[src/rtl/traffic_phase_ctrl.sv]
`default_nettype none
// =============================================================================
// traffic_phase_ctrl : round-robin green/yellow/all-red phase controller
// Rev 1.0
// =============================================================================
module traffic_phase_ctrl #(
   parameter int N_APPR = 4,
   parameter int T_GMIN = 4,
   parameter int T_GMAX = 8,
   parameter int T_YEL  = 2,
   parameter int T_ARED = 1
) (
   input  logic                      clk,
   input  logic                      reset,
   input  logic                      tick,
   input  logic [N_APPR-1:0]         car_req,
   output logic [N_APPR-1:0]         red,
   output logic [N_APPR-1:0]         yellow,
   output logic [N_APPR-1:0]         green,
   output logic [$clog2(N_APPR)-1:0] active,
   output logic                      phase_start
);

   localparam int AW    = $clog2(N_APPR);
   localparam int T_BIG = (T_GMAX > T_YEL) ? ((T_GMAX > T_ARED) ? T_GMAX : T_ARED)
                                           : ((T_YEL  > T_ARED) ? T_YEL  : T_ARED);
   localparam int TW    = $clog2(T_BIG + 1);

   localparam logic [TW-1:0]     c_gmin_last = TW'(T_GMIN - 1);
   localparam logic [TW-1:0]     c_gmax_last = TW'(T_GMAX - 1);
   localparam logic [TW-1:0]     c_yel_last  = TW'(T_YEL - 1);
   localparam logic [TW-1:0]     c_ared_last = TW'(T_ARED - 1);
   localparam logic [AW:0]       c_n         = (AW+1)'(N_APPR);
   localparam logic [N_APPR-1:0] c_one       = N_APPR'(1);

   typedef enum logic [1:0] {
      S_GREEN  = 2'd0,
      S_YELLOW = 2'd1,
      S_ALLRED = 2'd2
   } state_t;

   state_t              r_state, w_state_nx;
   logic [TW-1:0]       r_timer, w_timer_nx;
   logic [AW-1:0]       r_active, w_active_nx, w_rr_pick;
   logic [N_APPR-1:0]   r_pending, w_pending_nx;
   logic [N_APPR-1:0]   r_red, r_yellow, r_green;
   logic [N_APPR-1:0]   w_grn_nx, w_yel_nx;
   logic [N_APPR-1:0]   w_act_mask, w_nx_mask, w_rot;
   logic [2*N_APPR-1:0] w_dbl, w_shift;
   logic [AW:0]         w_off, w_sum;
   logic                r_ps;
   logic                w_other_pend, w_enter_green;

   assign w_act_mask   = c_one << r_active;
   assign w_other_pend = |(r_pending & ~w_act_mask);

   // Rotate pending so bit 0 is approach active+1; the lowest set bit is the winner.
   assign w_dbl   = {r_pending, r_pending};
   assign w_shift = w_dbl >> ({1'b0, r_active} + (AW+1)'(1));
   assign w_rot   = w_shift[N_APPR-1:0];

   always_comb begin
      w_off = '0;
      for (int k = N_APPR - 1; k >= 0; k--) begin
         if (w_rot[k]) w_off = (AW+1)'(k);
      end
      w_sum = {1'b0, r_active} + (AW+1)'(1) + w_off;
      if (w_sum >= c_n) w_sum = w_sum - c_n;
      w_rr_pick = w_sum[AW-1:0];
   end

   always_comb begin
      w_state_nx    = r_state;
      w_timer_nx    = r_timer;
      w_active_nx   = r_active;
      w_enter_green = 1'b0;
      if (tick) begin
         case (r_state)
            S_GREEN: begin
               if ((r_timer >= c_gmin_last) && w_other_pend &&
                   (!car_req[r_active] || (r_timer == c_gmax_last))) begin
                  w_state_nx = S_YELLOW;
                  w_timer_nx = '0;
               end else if (r_timer != c_gmax_last) begin
                  w_timer_nx = r_timer + TW'(1);
               end
            end
            S_YELLOW: begin
               if (r_timer == c_yel_last) begin
                  w_state_nx = S_ALLRED;
                  w_timer_nx = '0;
               end else begin
                  w_timer_nx = r_timer + TW'(1);
               end
            end
            S_ALLRED: begin
               if (r_timer == c_ared_last) begin
                  w_state_nx    = S_GREEN;
                  w_timer_nx    = '0;
                  w_enter_green = 1'b1;
                  if (|r_pending) w_active_nx = w_rr_pick;
               end else begin
                  w_timer_nx = r_timer + TW'(1);
               end
            end
            default: begin
               w_state_nx = S_GREEN;
               w_timer_nx = '0;
            end
         endcase
      end
      w_nx_mask    = c_one << w_active_nx;
      // Entering green clears that approach's request even if it is asserted now.
      w_pending_nx = (r_pending | car_req) & ~(w_enter_green ? w_nx_mask : '0);
      w_grn_nx     = (w_state_nx == S_GREEN)  ? w_nx_mask : '0;
      w_yel_nx     = (w_state_nx == S_YELLOW) ? w_nx_mask : '0;
   end

   always_ff @(posedge clk) begin
      if (reset) begin
         r_state   <= S_GREEN;
         r_timer   <= '0;
         r_active  <= '0;
         r_pending <= '0;
         r_green   <= c_one;
         r_yellow  <= '0;
         r_red     <= ~c_one;
         r_ps      <= 1'b1;
      end else begin
         r_state   <= w_state_nx;
         r_timer   <= w_timer_nx;
         r_active  <= w_active_nx;
         r_pending <= w_pending_nx;
         r_green   <= w_grn_nx;
         r_yellow  <= w_yel_nx;
         r_red     <= ~(w_grn_nx | w_yel_nx);
         r_ps      <= (w_state_nx != r_state);
      end
   end

   assign red         = r_red;
   assign yellow      = r_yellow;
   assign green       = r_green;
   assign active      = r_active;
   assign phase_start = r_ps;

endmodule
`default_nettype wire

[config.mk]
export PLATFORM = sky130hd
export DESIGN_NAME = traffic_phase_ctrl
export DESIGN_NICKNAME = d
export VERILOG_FILES = /design/src/rtl/traffic_phase_ctrl.sv
export SDC_FILE = /design/constraint.sdc
export NUM_CORES = 1
export LEC_CHECK = 0
export ABC_CLOCK_PERIOD_IN_PS = 2900
export CELL_PAD_IN_SITES_DETAIL_PLACEMENT = 1
export CELL_PAD_IN_SITES_GLOBAL_PLACEMENT = 1
export CORE_MARGIN = 4
export CORE_UTILIZATION = 35
export DETAILED_ROUTE_END_ITERATION = 16
export PLACE_DENSITY_LB_ADDON = 0.15
export SETUP_SLACK_MARGIN = 0.3
export SYNTH_ARGS = -nofsm -noshare
export SYNTH_HDL_FRONTEND = slang
export SYNTH_SLANG_ARGS = --single-unit
[constraint.sdc]
create_clock -name clk -period 2.9 [get_ports clk]
set_input_delay 0.435 -clock clk [delete_from_list [all_inputs] [get_ports clk]]
set_output_delay 0.435 -clock clk [all_outputs]
set_load 0.02 [all_outputs]
---- Word-level counts from Yosys, hierarchy flattened ----
Cells that the tools add are included.
word-level totals
  input port bits ......................... 7
  word-level logic and storage cells ...... 70
  output and inout port bits .............. 15
  bits in registers ....................... 25
cells by class
  bitwise gates (word level) .............. 7
  shift-type cells ........................ 3
  multiplexer cells ....................... 27
  add/subtract/negate cells ............... 4
  reductions and logical operators ........ 10
  magnitude comparators ................... 3
  eq/ne operators ......................... 8
operator list
  operator             count
  $mux 4               7
  $mux 2               10
  $not 4->4            3
  $pmux 4 s3           1
  $mux 3               3
  $and 4x4->4          2
  $or 4x4->4           2
  $reduce_or 4->1      2
  $shl 1x2->4 const A  2
  $shr 8x3->4          1
  $pmux 2 s3           1
  $add 4x1->4 const B  1
  $eq 2x1->1 const B   2
  $eq 4x1->1 const B   1
  $eq 4x3->1 const B   1
  $ge 4x2->1 const B   1
  $logic_not 2->1      2
  $logic_not 4->1      1
  $mux 1               4
  $ne 4x3->1 const B   1
  $add 2x1->3 const B  1
  $add 3x3->3          1
  $ge 3x3->1 const B   1
  $lt 2x3->1 const B   1
  other kinds (9)      10

---- Depth between registers and ports, before layout ----
  depth in word-level cells ............... 17
  gate-level depth with buffers ........... 10
  mapped depth without buffers ............ 10

---- Least setup slack after synthesis ----
Ideal clock, no wire load.
  path kind ............................... reg-to-reg
  from .................................... reg r_active[0] (netlist: active[0])
  to ...................................... reg r_pending[1]
  required time ........................... 2.812 ns
  setup slack ............................. 0.622 ns
  stages on the path, launching flop included .. 11
  buffers on the path ..................... 1
  arrival ................................. 2.190 ns
  period minus slack after synthesis ...... 2.278 ns
  setup time .............................. 0.088 ns
  cells stage by stage .................... dfxtp_1 -> buf_2 -> nor2_1 -> a221oi_1 -> a21oi_1 -> a211oi_1 -> ha_1 -> nand2_1 -> mux2_4 -> xor2_4 -> a311oi_2
on the way
  cells in the longest elaborated chain, start to end .. 17
ends and longest elaborated chain
  what                                       line    source
  from (decl)                                44      logic [AW-1:0] r_active, w_active_nx, w_rr_pick;
  from (signal assigned)                     132     r_active <= w_active_nx;
  $add 2x1->3                                59, 67
  $shr 8x3->4                                59      assign w_shift = w_dbl >> ({1'b0, r_active} + (AW+1)'(1));
  $mux 2                                     65      if (w_rot[k]) w_off = (AW+1)'(k);
  $mux 3 (3 in series)                       65
  $add 3x3->3                                67      w_sum = {1'b0, r_active} + (AW+1)'(1) + w_off;
  $ge 3x3->1 or $sub 2x1->2 (tied branches)  68      if (w_sum >= c_n) w_sum = w_sum - c_n;
  $mux 2                                     68
  $mux 2                                     101     if (|r_pending) w_active_nx = w_rr_pick;
  $mux 2                                     97      if (r_timer == c_ared_last) begin
  $mux 2                                     78      case (r_state)
  $mux 2 (*)                                 77      if (tick) begin
  $shl 1x2->4 (*)                            112     w_nx_mask = c_one << w_active_nx;
  $mux 4 (*)                                 114     w_pending_nx = (r_pending | car_req) & ~(w_enter_green ? w_nx_mask : '0);
  $not 4->4 (*)                              114
  $and 4x4->4 (*)                            114
  to (signal assigned)                       133     r_pending <= w_pending_nx;
  to (decl)                                  45      logic [N_APPR-1:0] r_pending, w_pending_nx;
Every way passes the cells marked *; elsewhere a longest branch is shown, timed or not.
A chain may end at the register's enable or synchronous reset.

---- Worst setup path after layout ----
  from .................................... reg r_pending[1]
  to ...................................... reg r_yellow[0] (netlist: yellow[0])
on the way
  cells in the longest elaborated chain, start to end .. 14
ends and longest elaborated chain
  what                                       line  source
  $shr 8x3->4                                59
  $mux 2                                     65
  $mux 3 (3 in series)                       65
  $add 3x3->3                                67
  $ge 3x3->1 or $sub 2x1->2 (tied branches)  68
  $mux 2                                     68
  $mux 2                                     101
  $mux 2                                     97
  $mux 2                                     78
  $mux 2                                     77
  $shl 1x2->4                                112
  $mux 4 (*)                                 116   w_yel_nx = (w_state_nx == S_YELLOW) ? w_nx_mask : '0;
  to (signal assigned)                       135   r_yellow <= w_yel_nx;
  to (decl)                                  46    logic [N_APPR-1:0] r_red, r_yellow, r_green;
Marks and branches as above.

==> impl_metrics.csv <==
group,metric,value,unit
run_status,status,"finished, final reports clean",
clock_tree,cts_tree,"done",
logic_synthesis,syn_area_per_cell,9.341,um2
timing,worstMarginPinSlew,0.7165,ns
route,vias,1130,
route,ant_nets,0,
clock_tree,clockRootBuffer,"clkbuf_8",
critical_path,endpoint_kind,"register",
logic_synthesis,ys.warnings.count,0,
timing,fmax,0.4210,GHz
logic_synthesis,synth-seq-cells,25,
final_layout,syn2layout_area_growth,22.23,%
logic_synthesis,netlist_instances,144,
critical_path,reg2reg_from,"r_pending[1]",
critical_path,reg2reg_depth,9,
logic_synthesis,syn_area,1345,um2
critical_path,setup.worst_path.end,"yellow[0]",
pwr,finalPower,0.6755,mW
timing,setup_ws,0.5246,ns
critical_path,r2r-end,"yellow[0]",
final_layout,antennaDiodeCount,0,
place,place_area,1595,um2
critical_path,timing.critical_path.from,"r_pending[1]",
clock_tree,numCtsBuffers,3,
global_routing,grt_pass1_wl,5685,um
logic_synthesis,synthFlopType,"dfxtp_1",
critical_path,rrSetupSlack,0.52,ns
route,dr.pass1.iters,3,
global_routing,track_usage,0.1420,
route,avgRoutedWirePerCell,15.85,um
floorplanning,dieArea,4899,um2
logic_synthesis,synth_cell_types,49,
route,via_per_inst,5.330,
place,port_buffers,21,
critical_path,start_kind,"register",
clock_tree,htree_levels,1,
global_routing,top_usage_layer,"met2",
job,drv_cap,0,
clock_tree,insertion_delay,0.28,ns
global_routing,grt_max_degree,21,
timing,maxSlewViolCount,0,
logic_synthesis,synth-seq-area-share,0.3721,
place,dp_slack,0.4428,ns
floorplanning,num_io_pins,22,
clock_tree,cts_max_path_buffers,2,
timing,slew_headroom,0.5201,
global_routing,use_met3,0.02734,
final_layout,fin_cells,212,
floorplanning,core_area,3689,um2
final_layout,drive_above_1_share,0.1341,
place,dp.final_hpwl,2524,um
floorplanning,start_util,0.3647,
floorplanning,die_x,69.99,um
clock_tree,post_cts_buffers,0,
clock_tree,clkSlewWorstSetupHoldPaths,0.11,ns
global_routing,use_met1,0.1960,
critical_path,critPathArrivalTime,2.60,ns
final_layout,fin_nets,176,
global_routing,gr-total-overflow,0,
floorplanning,die_h,69.99,um
global_routing,antenna_found_initial,0,
pwr,p_per_area,410.9,nW/um2
critical_path,critPathKind,"register to register",
global_routing,grt_use_met2,0.2225,
logic_synthesis,synthesis.nets,155,
pwr,peakVddDrop,209.8,uV
critical_path,cp.required,3.12,ns
timing,rsz0062_at_grt,"no",
clock_tree,cts_resized,0,
place,placedCellCount,208,
timing,hold_viol_final,0,
critical_path,critPathMaxFanout,11,
timing,fin_crit_sh,0.8191,
worst_hold_path,hold_path.class,"register to register",
clock_tree,holdBufCountCts,0,
timing,finClkSkew,0.01144,ns
timing,min_period,2.375,ns
logic_synthesis,synthArstFlopShare,0,
final_layout,stdcell_area,1644,um2
timing,finalSetupViolations,0,
timing,fin_setup_tns,0,ns
global_routing,grt_pass1_vias,1150,
route,finalWirelength,3361,um
clock_tree,clkSinkCount,25,
place,gp_congestion,0.7752,
route,drtIter0Drc,63,
logic_synthesis,synth-edff-count,0,
pwr,leakagePower,0.5915,nW
route,drc,0,
floorplanning,rows,22,
## cell usage in the layout, fill, tap and decap left out, types with 5 or more instances in the layout
master and n:
nor2b_1 5, nor2_1 17, dfxtp_1 25, nor3_1 9, inv_1 7, nand2_1 8, clkdlybuf4s50_1 21
## cell usage after synthesis, types with 2 or more instances
cell type,number,share of area
dfxtp_1,25,0.37
nor2_1,17,0.047
nor3_1,9,0.033
nand2_1,8,0.022
inv_1,7,0.020
nor2b_1,5,0.023
a211oi_1,4,0.022
a21oi_1,4,0.015
ha_1,4,0.037
a31oi_1,3,0.014
and3_1,3,0.014
buf_2,3,0.011
clkbuf_1,3,0.0084
o21ai_0,3,0.011
o32ai_1,3,0.020
or2_2,3,0.014
mux2i_1,2,0.015
nand2b_1,2,0.0093
nand3_1,2,0.0074
nand3b_1,2,0.011
nor3b_1,2,0.011
nor4_1,2,0.0093
o31ai_1,2,0.011
## how the worst min path moves through the flow
| stage | start | to | slack [ns] | cells past startpoint |
|---|---|---|---|---|
| floorplan | r_timer[1] | r_timer[3] | 0.50 | 2 |
| global placement | r_timer[1] | r_timer[1] | 0.54 | 2 |
| detailed placement | r_timer[1] | r_timer[3] | 0.54 | 2 |
| CTS | r_timer[1] | r_timer[3] | 0.56 | 2 |
| global route | r_timer[1] | r_timer[3] | 0.59 | 2 |
| finish | r_timer[1] | r_timer[3] | 0.55 | 2 |
## worst max-delay path: stages (launching register included)
cell	delay (ns)
dfxtp_1	0.57
nor2_1	0.07
a221oi_1	0.31
a21oi_1	0.07
a211oi_1	0.21
ha_1	0.21
nand2_1	0.06
mux2_4	0.33
xor2_4	0.27
and3_2	0.22
## final cells by class
cell class	instances	area (um2)
Clock inverter	1	7.507
Inverter	7	26.28
Fill cell	439	2044
Multi-Input combinational cell	103	768.2
Clock buffer	3	41.29
Tap cell	48	60.06
Timing Repair Buffer	25	240.2
Sequential cell	25	500.5
## routing by layer
metal | share of wire | wire length [um]
met2 | 0.47 | 1573
met5 | 0 | 0
met4 | 0.013 | 44
met1 | 0.50 | 1665
met3 | 0.023 | 77
## cells by family after synthesis
group           count (synthesis)  share of synthesized area
buf+inv                        16                    0.05674
xor+xnor                        2                    0.04094
mux                             4                    0.04279
compound gates                 33                     0.2009
flops                          25                     0.3721
fa+ha+maj                       4                    0.03721
simple gates                   60                     0.2493
## report_power, final
group	internal (mW)	total, mW	switching, mW
clock	0.0977	0.226	0.129
combinational	0.0383	0.0820	0.0437
sequential	0.352	0.367	0.0154
total	0.488	0.676	0.188
## per-stage QoR
stage | utilization | hold WS [ns]
3_5_place_dp | 0.4325 | 0.5433
6_report | 0.4457 | 0.5544
4_1_cts | 0.4457 | 0.5586
2_1_floorplan | - | 0.4964
5_1_grt | 0.4457 | 0.5907
3_3_place_gp | 0.4325 | 0.5369
## state kept, by name, summed over array words and instances (netlist names)
register,cells
r_timer,4
active,2
phase_start,1
green,4
r_state,2
yellow,4
red,4
r_pending,4
No activity file was read; power rests on OpenSTA's default activity.
